[src/rtl/cdc_handshake_dest_sink_if.sv]
// cdc_handshake_dest_sink_if: strobe/stall and downstream valid/ready bundle for the dest-side sink.
interface cdc_handshake_dest_sink_if #(
   parameter int CNT_W = 4,
   parameter int ERR_W = 32
);
   logic             dest_strobe;
   logic             dest_stall;
   logic             evt_valid;
   logic             evt_ready;
   logic [CNT_W-1:0] pending;
   logic             overflow;
   logic [ERR_W-1:0] error_count;
   modport master (
      output dest_strobe, evt_ready,
      input  dest_stall, evt_valid, pending, overflow, error_count
   );
   modport slave (
      input  dest_strobe, evt_ready,
      output dest_stall, evt_valid, pending, overflow, error_count
   );
endinterface

[src/rtl/cdc_handshake_dest_sink.sv]
// cdc_handshake_dest_sink: queues dest-side strobes, services each for a fixed time, presents them downstream.
module cdc_handshake_dest_sink #(
   parameter int CNT_W          = 4,
   parameter int SERVICE_CYCLES = 3,
   parameter int STALL_THRESH   = 12,
   parameter int ERR_W          = 32
) (
   input logic                     dest_clk,
   input logic                     dest_reset,
   cdc_handshake_dest_sink_if.slave bus
);
   typedef enum logic [1:0] {IDLE, SERVICE, PRESENT} state_t;
   localparam logic [7:0] RELOAD = 8'(SERVICE_CYCLES - 1);
   state_t           state_q, state_d;
   logic [7:0]       timer_q, timer_d;
   logic [CNT_W-1:0] pending_q, pending_d;
   logic [ERR_W-1:0] err_q, err_d;
   logic             stall_q, stall_d, valid_q, valid_d, overflow_q, overflow_d;
   logic             full, retire, accept, drop;
   always_comb begin
      full       = &pending_q;
      retire     = valid_q & bus.evt_ready;
      // a retire on the same edge frees the slot, so a full queue can still accept
      accept     = bus.dest_strobe & (!full | retire);
      drop       = bus.dest_strobe & full & !retire;
      pending_d  = pending_q + CNT_W'(accept) - CNT_W'(retire);
      stall_d    = pending_d >= CNT_W'(STALL_THRESH);
      overflow_d = overflow_q | drop;
      err_d      = err_q + ERR_W'(drop & !(&err_q));
      state_d    = state_q;
      timer_d    = timer_q;
      case (state_q)
         IDLE: if (pending_q != '0) begin
            state_d = SERVICE;
            timer_d = RELOAD;
         end
         SERVICE: if (timer_q == '0) state_d = PRESENT;
                  else timer_d = timer_q - 8'd1;
         PRESENT: if (bus.evt_ready) begin
            state_d = (pending_d != '0) ? SERVICE : IDLE;
            timer_d = RELOAD;
         end
         default: state_d = IDLE;
      endcase
      valid_d = state_d == PRESENT;
   end
   always_ff @(posedge dest_clk or posedge dest_reset) begin
      if (dest_reset) begin
         state_q    <= IDLE;
         timer_q    <= '0;
         pending_q  <= '0;
         err_q      <= '0;
         stall_q    <= 1'b0;
         valid_q    <= 1'b0;
         overflow_q <= 1'b0;
      end else begin
         state_q    <= state_d;
         timer_q    <= timer_d;
         pending_q  <= pending_d;
         err_q      <= err_d;
         stall_q    <= stall_d;
         valid_q    <= valid_d;
         overflow_q <= overflow_d;
      end
   end
   assign bus.dest_stall  = stall_q;
   assign bus.evt_valid   = valid_q;
   assign bus.pending     = pending_q;
   assign bus.overflow    = overflow_q;
   assign bus.error_count = err_q;
endmodule
[src/flat_wrapper.sv]
// flat-port wrapper written by rule: the top's interface ports become plain ports
module cdc_handshake_dest_sink_flat 
#(
   parameter int CNT_W          = 4,
   parameter int SERVICE_CYCLES = 3,
   parameter int STALL_THRESH   = 12,
   parameter int ERR_W          = 32
)
  (dest_clk, dest_reset, bus_dest_strobe, bus_evt_ready, bus_dest_stall, bus_evt_valid, bus_pending, bus_overflow, bus_error_count);
  cdc_handshake_dest_sink_if #(.CNT_W(CNT_W), .ERR_W(ERR_W)) bus_i ();
  input logic dest_clk;
  input logic dest_reset;
  input wire logic [$bits(bus_i.dest_strobe)-1:0] bus_dest_strobe;
  input wire logic [$bits(bus_i.evt_ready)-1:0] bus_evt_ready;
  output wire logic [$bits(bus_i.dest_stall)-1:0] bus_dest_stall;
  output wire logic [$bits(bus_i.evt_valid)-1:0] bus_evt_valid;
  output wire logic [$bits(bus_i.pending)-1:0] bus_pending;
  output wire logic [$bits(bus_i.overflow)-1:0] bus_overflow;
  output wire logic [$bits(bus_i.error_count)-1:0] bus_error_count;
  assign bus_i.dest_strobe = bus_dest_strobe;
  assign bus_i.evt_ready = bus_evt_ready;
  assign bus_dest_stall = bus_i.dest_stall;
  assign bus_evt_valid = bus_i.evt_valid;
  assign bus_pending = bus_i.pending;
  assign bus_overflow = bus_i.overflow;
  assign bus_error_count = bus_i.error_count;
  cdc_handshake_dest_sink #(.CNT_W(CNT_W), .SERVICE_CYCLES(SERVICE_CYCLES), .STALL_THRESH(STALL_THRESH), .ERR_W(ERR_W)) u_core (.dest_clk(dest_clk), .dest_reset(dest_reset), .bus(bus_i));
endmodule
[config.mk]
export PLATFORM = sky130hd
export DESIGN_NAME = cdc_handshake_dest_sink_flat
export DESIGN_NICKNAME = d
export VERILOG_FILES = /design/src/rtl/cdc_handshake_dest_sink_if.sv /design/src/rtl/cdc_handshake_dest_sink.sv /design/src/flat_wrapper.sv
export SDC_FILE = /design/constraint.sdc
export NUM_CORES = 1
export LEC_CHECK = 0
export CAP_MARGIN = 20
export CORE_MARGIN = 2
export CORE_UTILIZATION = 52
export CTS_CLUSTER_SIZE = 12
export DETAILED_ROUTE_END_ITERATION = 6
export GPL_TIMING_DRIVEN = 0
export PLACE_DENSITY = 0.8
export SLEW_MARGIN = 20
export SYNTH_ARGS = -nofsm -noshare
export SYNTH_HDL_FRONTEND = slang
export SYNTH_SLANG_ARGS = --single-unit
[constraint.sdc]
create_clock -name dest_clk -period 3 [get_ports dest_clk]
set_input_delay 0.3 -clock dest_clk [delete_from_list [all_inputs] [get_ports dest_clk]]
set_output_delay 0.3 -clock dest_clk [all_outputs]
set_load 0.005 [all_outputs]
# [Yosys cells after proc, flatten, opt, wreduce, memory -nomap -nowiden]
# Cells that the tools add are included.
# Widths: inputs -> output; s select.
[classes] bitwise=7 n_addsub=4 eq_ne=6 reduce_logical=11 order_cmp=1 mux=9
[ops] cell="$add 32x32->32" n=1
[ops] cell="$reduce_and 32->1" n=1
[ops] cell="$mux 8" n=3
[ops] cell="$pmux 8 s3" n=1
[ops] cell="$logic_not 8->1" n=1
[ops] cell="$reduce_and 4->1" n=2
[ops] cell="$reduce_bool 4->1" n=2
[ops] cell="$sub 8x1->8 const B" n=1
[ops] cell="$mux 2" n=3
[ops] cell="$pmux 2 s3" n=1
[ops] cell="$and 1x1->1" n=5
[ops] cell="$add 4x1->4" n=1
[ops] cell="$eq 2x2->1 const B" n=2
[ops] cell="$ge 4x4->1 const B" n=1
[ops] cell="$ne 2x2->1 const B" n=2
[ops] cell="$sub 4x1->4" n=1
[ops] cell="$logic_not 1->1" n=3
[ops] cell="$reduce_bool 3->1" n=1
[ops] cell="$eq 2x1->1 const B" n=1
[ops] cell="$logic_not 2->1" n=1
[ops] cell="$ne 2x1->1 const B" n=1
[ops] cell="$or 1x1->1" n=2
[ops] cell="$mux 1" n=1
[totals] out_inout_bits=39 regBits=49 wordCells=45 in_bits=4

# [Logic depth before layout (Yosys ltp)]
[depth] ltp_word=11 depth_mapped=11

# [Least setup slack after synthesis]
# Ideal clock, no wire load.
[synth_timing] path_kind="reg-to-reg" start="reg u_core.valid_q, in the netlist u_core.bus.evt_valid" end="reg u_core.state_q[0]" period_less_slack_ns=2.521 arrival_time_ns=2.394 setup_slack_ns=0.479 path_buffers=0 stages_incl_launch_ff=11 setup_time_ns=0.127 path_cell_list="dfrtp_1 -> and2_1 -> ha_1 -> inv_1 -> ha_1 -> inv_1 -> fa_1 -> inv_1 -> or4b_2 -> mux2i_1 -> o21ai_0"
[synth_between] elab_chain_cells=9
[synth_lines] item="from (decl)" line="cdc_handshake_dest_sink.sv:18" source="logic stall_q, stall_d, valid_q, valid_d, overflow_q, overflow_d;"
[synth_lines] item="from (signal assigned)" line="cdc_handshake_dest_sink.sv:62" source="valid_q <= valid_d;"
[synth_lines] item="$and 1x1->1 (*)" line="cdc_handshake_dest_sink.sv:22" source="retire = valid_q & bus.evt_ready;"
[synth_lines] item="$or 1x1->1" line="cdc_handshake_dest_sink.sv:24" source="accept = bus.dest_strobe & (!full | retire);"
[synth_lines] item="$and 1x1->1" line="cdc_handshake_dest_sink.sv:24"
[synth_lines] item="$add 4x1->4" line="cdc_handshake_dest_sink.sv:26" source="pending_d = pending_q + CNT_W'(accept) - CNT_W'(retire);"
[synth_lines] item="$sub 4x1->4 (*)" line="cdc_handshake_dest_sink.sv:26"
[synth_lines] item="named net u_core.pending_d[1]" line="cdc_handshake_dest_sink.sv:16" source="logic [CNT_W-1:0] pending_q, pending_d;"
[synth_lines] item="$reduce_bool 4->1 (*)" line="cdc_handshake_dest_sink.sv:40" source="state_d = (pending_d != '0) ? SERVICE : IDLE;"
[synth_lines] item="$mux 1 (*)" line="cdc_handshake_dest_sink.sv:40"
[synth_lines] item="$mux 2 (*)" line="cdc_handshake_dest_sink.sv:39" source="PRESENT: if (bus.evt_ready) begin"
[synth_lines] item="$pmux 2 s3 (*)" line="cdc_handshake_dest_sink.sv:32" source="case (state_q)"
[synth_lines] item="named net u_core.state_d[0]" line="cdc_handshake_dest_sink.sv:14" source="state_t state_q, state_d;"
[synth_lines] item="to (signal assigned)" line="cdc_handshake_dest_sink.sv:57" source="state_q <= state_d;"
[synth_lines] item="to (decl)" line="cdc_handshake_dest_sink.sv:14"
# Mark *: on every way through the listed nets, which the timed path passes. The rest lies on a longest branch.
# A chain may end at the register's enable or synchronous reset.

# [Worst setup path after layout]
# Same ends and word-level chain as after synthesis.

==> reports/qor.txt <==
Worst EP required -> 3.18 ns
Avg WL per Cell -> 14.7 µm
outcome -> completed
Setup crit end kind -> flip-flop
Worst-Margin Slew -> 0.734 ns
critical path type -> reg -> reg
post-route ant nets -> 0
fin nets -> 289
synth top area cells -> dfrtp_1 50%, xnor2_1 6.7%, xor2_1 5.3%
initial antenna violation count -> 0
FP Rows -> 25
Max Cap Violations -> 0
total vias in the final route -> 1,853
cells after synthesis -> 224
pin count of the biggest net entering global routing -> 35
GPL Wtd Cong -> 0.774
Netlist Area Pre-Place -> 2470 µm²
min Tclk post-route -> 2.75 ns
synthesized net count -> 239
commonest register cell after synthesis -> dfrtp_1
Area after DPL -> 2970 µm²
register bit count reported by yosys -> 49
first-pass GRT wire length -> 8140 µm
Residual DRC -> 0
number of enable flip-flop cells after synthesis -> 0
I/O Buffers -> 42
fmax -> 364 MHz
Max Clock Skew -> 0.00933 ns
PwrDens -> 725 nW/µm²
Synth Area in Simple Gates -> 0.223
Die Y -> 72.9 µm
post-synthesis compound-gate area fraction -> 0.0654
fin. max-slew vios -> 0
Worst setup SP type -> flip-flop
syn avg cell area -> 11.0 µm²
setup TNS -> 0 ns
Antenna Cells -> 0
1st-pass router iterations -> 4
number of global-route vias before repair -> 1,745
Leak -> 1.37 nW
Post-Synth XOR/XNOR Area -> 0.121
Final HPWL DP -> 3600 µm
H-tree Lvls -> 2
Hold Worst Slack -> 0.289 ns
Clock Latency Late Sink -> 0.30 ns
clock tree buffer depth -> 2
Final Cycle Share -> 0.916
WL final -> 4840 µm
IO Count -> 43
full die area -> 5310 µm²
CTS tree -> yes
die width -> 72.9 µm
CP arrival -> 2.93 ns
Synth async-reset ratio -> 1.00
Final Setup Violations -> 0
Worst-path clk slew -> 0.09 ns
initial detailed-routing violation count -> 89
Total GRT Usage -> 0.196
Final Util -> 0.664
CTS Buf Count -> 5
main combinational cell family by area after synthesis -> simple AND/OR/NAND/NOR gates
total power -> 2.24 mW
area leader, netlist -> dfrtp_1
slew margin rel. -> 0.506
CTS root buffer -> clkbuf_8
Adder-Cell Fraction of Synth Area -> 0.0589
post-synthesis cell type count -> 41
Yosys top cell area share -> 0.497
Yosys warnings -> 0
clk sinks -> 49
Final Hold Fails -> 0
Crit Path Max Fanout -> 2
cell area after layout -> 3100 µm²
area grow syn2layout -> 25.5%
worst min path class -> in -> async
final global-route overflow total -> 0
Via density -> 5.63
multiplexer share of the synthesized area -> 0.00812
core area -> 4660 µm²
Peak VDD IR -> 455 µV
RSZ-0062 raised after global routing -> no
ratio of cells with drive above 1 in the final layout -> 0.0727
sequential-to-total area share from yosys stat -> 0.497
initial core utilization -> 0.529
-- critical path: stages (launching register included) --
cell and delay, ns:
dfrtp_1 0.39, and2_1 0.16, ha_1 0.27, inv_1 0.06
ha_1 0.17, inv_1 0.06, fa_1 0.51, inv_1 0.06
or4b_2 0.67, mux2i_2 0.18, o21ai_0 0.11
-- metrics by stage --
step,setup WS (ns),cells
detailed placement,-0.170,321
global placement,-0.119,320
floorplan,0.479,224
global route,0.0602,329
finish,0.253,329
CTS,0.145,329
-- cell usage in the layout (no fill, tap or decap), drive strengths merged, types with 9 or more instances in the layout --
cell,count
nand3,18
dfrtp,49
ha,10
nor2,9
nor3,10
inv,15
nand2,12
xnor2,19
xor2,15
nand4,9
clkdlybuf4s50,41
-- what timing repair did --
| item | CTS | global route |
|---|---|---|
| hold buffers | 0 | 0 |
| resized for setup | 0 | 2 |
| endpoints found under the hold margin | 0 | 0 |
| setup buffers | 0 | 0 |
| setup endpoints to repair | 0 | 1 |
-- state kept, by name, summed over array words and instances, names as in the netlist --
signal and count:
u_core.bus.evt_valid 1, u_core.bus.overflow 1, u_core.state_q 2, u_core.bus.error_count 32, u_core.timer_q 8, u_core.bus.pending 4, u_core.bus.dest_stall 1
-- metal layers --
layer | GRT usage | wire, µm | up-vias
met5 | 0 | 0 | -
met4 | 0.0432 | 44 | 0
met3 | 0.0470 | 205 | 5
met2 | 0.319 | 2350 | 37
met1 | 0.267 | 2230 | 914
li1 | - | - | 897
-- report_power, final --
part	total [mW]	internal, mW	switching (mW)
sequential	0.934	0.790	0.144
combinational	0.842	0.425	0.417
clock	0.469	0.250	0.220
total	2.24	1.46	0.781
-- final timing paths --
| kind | slack, ns | startpoint | cells past startpoint | endpoint |
|---|---|---|---|---|
| worst max-delay path | 0.25 | u_core.bus.evt_valid | 10 | u_core.state_q[0] |
| worst min-delay path | 0.29 | dest_reset | 2 | u_core.bus.error_count[27] |
| worst max register to register | 0.25 | u_core.bus.evt_valid | 10 | u_core.state_q[0] |
| worst min register to register | 0.49 | u_core.bus.error_count[19] | 1 | u_core.bus.error_count[19] |
| max in group asynchronous | 2.22 | dest_reset | 3 | u_core.bus.pending[0] |
| min in group dest_clk | 0.35 | bus_evt_ready | 3 | u_core.state_q[0] |
-- final cells by class --
type	instances	area, µm²
Sequential cell	49	1230
Clock inverter	3	46.3
Clock buffer	5	68.8
Inverter	15	56.3
Multi-Input combinational cell	158	1180
Fill cell	385	1570
Buffer	2	8.76
Timing Repair Buffer	43	443
Tap cell	54	67.6
-- kinds of logic (layout without fill, tap and decap cells) --
logic type,after synthesis,count (layout)
buffers and inverters,17,68
adders and majority gates,11,11
xor gates and xnor gates,34,34
DFF,49,49
muxes,2,2
and+or+nand+nor,94,94
AOI/OAI and AO/OA,17,17
-- cells in the mapped netlist, drive strengths merged (2+ instances only) --
cell	number
xnor2	19
nand2b	2
and2	5
nor3	10
dfrtp	49
mux2i	2
nor4	3
o21ai	5
and4	7
nand3b	2
nand2	12
nand3	18
and3	5
xor2	15
o311ai	4
nor2	9
a31o	2
or4	3
nand4	9
or4b	2
inv	15
ha	10
Note: power is estimated with default switching activity, not from simulation.
